==> src/rtl/usart_rx_v1.sv <==
// UART receiver: 16x oversampled, 3-sample majority per bit, 8N1 or 8-bit + parity frames.
// Delivers each byte with a one-cycle o_valid pulse and parity/framing status.
module usart_rx_v1 #(
    parameter int SYS_FRE   = 50,
    parameter int CHACK_WAY = 0
) (
    input  logic       i_sys_clk,
    input  logic       i_reset_n,
    input  logic       i_bps_en,
    input  logic       i_usart_rx,
    output logic [7:0] o_data,
    output logic       o_valid,
    output logic       o_parity_err,
    output logic       o_frame_err,
    output logic       o_busy
);

    // SYS_FRE only documents the clock the baud generator was sized for.
    if (SYS_FRE <= 0) begin : g_sys_fre_check
        $error("usart_rx_v1: SYS_FRE must be positive");
    end

    localparam logic PAR_EN  = (CHACK_WAY != 0);
    localparam logic PAR_ODD = (CHACK_WAY == 1) || (CHACK_WAY == 3);

    typedef enum logic [4:0] {
        IDLE       = 5'b00001,
        START_BIT  = 5'b00010,
        RECV_DATA  = 5'b00100,
        PARITY_BIT = 5'b01000,
        STOP_BIT   = 5'b10000
    } state_t;

    state_t      state;
    logic        rx_meta;
    logic        rx_s;
    logic [3:0]  cnt;
    logic [2:0]  idx;
    logic [7:0]  shift_reg;
    logic        s7;
    logic        s8;
    logic        armed;
    logic        par_err;
    logic        maj;
    logic        exp_par;

    // NOTE: synchronizer flops reset to 1 so a reset looks like an idle line, not a start edge.
    always_ff @(posedge i_sys_clk or negedge i_reset_n) begin
        if (!i_reset_n) begin
            rx_meta <= 1'b1;
            rx_s    <= 1'b1;
        end else begin
            rx_meta <= i_usart_rx;
            rx_s    <= rx_meta;
        end
    end

    // Samples 7 and 8 are stored; sample 9 is the live rx_s on the deciding tick.
    assign maj     = (s7 & s8) | (s7 & rx_s) | (s8 & rx_s);
    assign exp_par = PAR_ODD ? ~^shift_reg : ^shift_reg;

    always_ff @(posedge i_sys_clk or negedge i_reset_n) begin
        if (!i_reset_n) begin
            state        <= IDLE;
            cnt          <= 4'd0;
            idx          <= 3'd0;
            shift_reg    <= 8'd0;
            s7           <= 1'b1;
            s8           <= 1'b1;
            armed        <= 1'b0;
            par_err      <= 1'b0;
            o_data       <= 8'd0;
            o_valid      <= 1'b0;
            o_parity_err <= 1'b0;
            o_frame_err  <= 1'b0;
            o_busy       <= 1'b0;
        end else begin
            // NOTE: default-low every cycle makes o_valid a single-cycle pulse without extra state.
            o_valid <= 1'b0;
            if (i_bps_en) begin
                if (state != IDLE) begin
                    cnt <= cnt + 4'd1;
                    if (cnt == 4'd7) s7 <= rx_s;
                    if (cnt == 4'd8) s8 <= rx_s;
                end
                case (state)
                    IDLE: begin
                        if (rx_s) begin
                            armed <= 1'b1;
                        end else if (armed) begin
                            // The detecting tick is tick 0 of the start bit.
                            state   <= START_BIT;
                            cnt     <= 4'd1;
                            o_busy  <= 1'b1;
                            par_err <= 1'b0;
                        end
                    end
                    START_BIT: begin
                        if (cnt == 4'd9 && maj) begin
                            state  <= IDLE;
                            cnt    <= 4'd0;
                            o_busy <= 1'b0;
                        end else if (cnt == 4'd15) begin
                            state <= RECV_DATA;
                            idx   <= 3'd0;
                        end
                    end
                    RECV_DATA: begin
                        if (cnt == 4'd9) shift_reg[idx] <= maj;
                        if (cnt == 4'd15) begin
                            idx <= idx + 3'd1;
                            if (idx == 3'd7) state <= PAR_EN ? PARITY_BIT : STOP_BIT;
                        end
                    end
                    PARITY_BIT: begin
                        if (cnt == 4'd9) par_err <= (maj != exp_par);
                        if (cnt == 4'd15) state <= STOP_BIT;
                    end
                    STOP_BIT: begin
                        // Leave at mid-stop so a back-to-back start edge is caught.
                        if (cnt == 4'd9) begin
                            o_data       <= shift_reg;
                            o_parity_err <= par_err;
                            o_frame_err  <= ~maj;
                            o_valid      <= 1'b1;
                            o_busy       <= 1'b0;
                            state        <= IDLE;
                            cnt          <= 4'd0;
                            armed        <= maj;
                        end
                    end
                    default: begin
                        state  <= IDLE;
                        cnt    <= 4'd0;
                        o_busy <= 1'b0;
                    end
                endcase
            end
        end
    end

endmodule

==> config.mk <==
export PLATFORM = sky130hd
export DESIGN_NAME = usart_rx_v1
export DESIGN_NICKNAME = d
export VERILOG_FILES = /design/src/rtl/usart_rx_v1.sv
export SDC_FILE = /design/constraint.sdc
export NUM_CORES = 1
export LEC_CHECK = 0
export ABC_AREA = 1
export BUFFER_PORTS_ARGS = -buffer_cell sky130_fd_sc_hd__buf_2
export CAP_MARGIN = 20
export CELL_PAD_IN_SITES_DETAIL_PLACEMENT = 0
export CELL_PAD_IN_SITES_GLOBAL_PLACEMENT = 1
export CORE_UTILIZATION = 39
export CTS_CLUSTER_DIAMETER = 150
export DETAILED_ROUTE_END_ITERATION = 8
export GPL_ROUTABILITY_DRIVEN = 1
export PLACE_DENSITY = 0.7
export SLEW_MARGIN = 25
export SYNTH_ARGS = -nofsm -noshare
export SYNTH_HDL_FRONTEND = slang
export SYNTH_SLANG_ARGS = --single-unit
==> constraint.sdc <==
create_clock -name i_sys_clk -period 1.6 [get_ports i_sys_clk]
set_clock_uncertainty 0.2 [all_clocks]
set_input_delay 0.16 -clock i_sys_clk [delete_from_list [all_inputs] [get_ports i_sys_clk]]
set_output_delay 0.16 -clock i_sys_clk [all_outputs]
set_load 0.01 [all_outputs]
==> out/results.ini <==
[global_route]
overflow = 0
grt_max_degree = 23
antenna_found_initial = 0
track_usage = 0.176
grt_first_pass_wirelength_um = 6870
first_global_vias = 1481

[placed_design]
portBuffers = 14
dp_hpwl_um = 2830
placed_cell_area_um2 = 2050
place.gp.congestion = 0.832
place_ws_ps = -70.9

[logic_synthesis]
synth.cell_area_um2 = 1790
ys_seq_elements = 35
synth_nets = 225
yosysSeqAreaShare = 0.494
ys_types = 25
syn_area_per_cell_um2 = 8.27
synth_top_cell_by_area = dfrtp_1
synth_top_area_share = 0.420
yosys-top-cells-area = dfrtp_1 (42%), nand2_1 (16%), dfstp_2 (7.4%)
syn_inst = 216
yosysWarnings = 0

[worst_setup_path]
path_max_fanout = 7
arrival_ps = 1680
crit_type = reg -> reg
crit_path_end = state[1]
crit_path_start = cnt[1]
timing.rr.start = cnt[1]
critPathCaptureType = flop
rrSetupSlack_ps = -80
r2r_end = state[1]
critPathLaunchType = flop
reg2regPathDepth = 9
critPathRequiredTime_ps = 1610

[sta]
hold_violations = 0
timing_max_transition_violations_final = 0
period_minus_slack_ps = 1680
period_share = 1.05
grt_setup_unrepaired = true
fmaxAchievable_ghz = 0.596
setup_ws_ps = -77.0
tns_ps = -465
setup_viol = 14

[floorplan]
initial_core_util = 0.407
die_w_um = 69.7
core_um2 = 4380
rows = 24
die_height_um = 69.7
io_pins = 16
die_area_um2 = 4850

[route]
drtPass1Iterations = 4
num_vias = 1511
drt_iter0_markers = 72
detail-route-antenna-nets = 0
vias_per_cell = 4.80
wire_per_inst_um = 12.6
wl_um = 3970
drc = 0

[power]
power.total_uw = 2710
leakagePower_uw = 0.00114
vdd_drop_max_v = 0.000799
p_per_area_nw_per_um2 = 1150

[cells_and_area]
area_growth_pct = 31.7
nNetsFinal = 271
layout-drive-gt1-share = 0.369
antenna_cells = 0
finish.instance_area_um2 = 2350

[clock_network]
clk_latency_ps = 280
clock_tree.root_cell = clkbuf_8
tritoncts = done
clock-sinks = 35
numCtsBuffers = 5
ctsHtreeMaxLevel = 2
clockBufferDepth = 2
clkTransAtPathRegs_ps = 70

[hold_path]
hold_start = i_bps_en
hold_path.class = in -> reg

[run_status]
status = finished with violations
failed_checks = negative setup slack

[run]
max-cap-violations = 0

[power breakdown]
group / switching (uW) / internal (uW) / leakage, uW
Clock: 324 / 392 / 0.0000505
Sequential: 86.4 / 965 / 0.000453
Combinational: 560 / 386 / 0.000641
Total: 970 / 1740 / 0.00114
[per-stage QoR]
step	util	instances	hold WS (ps)
global placement	0.468	298	-108
global route	0.537	315	72.2
CTS	0.511	312	42.2
floorplan	-	216	-336
finish	0.537	315	51.9
detailed placement	0.468	298	-96.9
[layout make-up]
class | count | area, um2
sequential | 35 | 886
fill | 435 | 2030
multi-input combinational | 161 | 930
inverter | 19 | 78.8
tap | 52 | 65.1
timing repair buffer | 40 | 289
clock inverter | 1 | 7.51
clock buffer | 7 | 96.3
[how the worst min path moves through the flow]
stage              to  slack [ps]  depth (start not counted)
2_1_floorplan   armed        -340                          0
3_3_place_gp   cnt[2]        -110                          1
3_5_place_dp   cnt[2]        -100                          1
4_1_cts         armed          40                          3
5_1_grt         armed          70                          3
6_report        armed          50                          3
[per-layer routing]
metal  share of wire  track usage
met1            0.51        0.255
met2            0.43        0.262
met3           0.050       0.0451
met4          0.0048       0.0467
met5               0            0
[repair_timing]
item                                    4_1_cts  5_1_grt
gates resized for setup                      12       24
gates cloned                                  1        0
hold buffers                                  3        0
endpoints found under the setup margin       24       30
setup buffers                                 2        3
endpoints found under the hold margin        36        0
pin swaps                                     5       10
[critical path: stages, from the launching register on]
cell and delay, ps:
dfrtp_1 400, buf_4 140, ha_2 170, nand2_1 60, nor2_1 40, buf_4 140, nand3b_1 190, nand3_4 120
nand2_1 60, o21ai_1 70
[cells by family after synthesis]
group / synth area share
xor gates and xnor gates: 0.00491
other: 0.00210
buffers and inverters: 0.0484
AOI/OAI and AO/OA: 0.0729
DFF: 0.494
adders and majority gates: 0.0350
and+or+nand+nor: 0.343
[cell usage in the layout, fill, tap and decap left out, types with 2 or more instances in the layout]
cell type,synthesis,layout
dfrtp_2,0,3
dfrtp_1,30,27
nor2_4,3,4
nand3_2,3,9
inv_2,5,6
nand2_2,3,6
nor2_1,12,9
clkbuf_8,0,7
buf_2,0,14
nand2_4,0,2
inv_1,14,11
nor2_2,5,7
a21oi_2,1,2
dfstp_2,5,5
a21oi_1,4,3
ha_1,5,3
nand3_1,16,8
nand3_4,1,3
o21ai_0,4,3
nand4_1,4,4
nand3b_1,2,2
nor3_1,2,2
dlygate4sd3_1,0,3
o21ai_1,15,16
buf_4,2,21
nand2_1,76,72
[synthesized netlist by cell type, drive strengths merged]
cell    number
a21oi        5
nand3b       2
nand2       79
ha           5
nand4        4
nand3       20
dfstp        5
xor2         1
o21ai       19
nor3         2
dfrtp       30
a31oi        1
nor2        21
conb         1
buf          2
inv         19
Power figures use the tool's default switching activity.
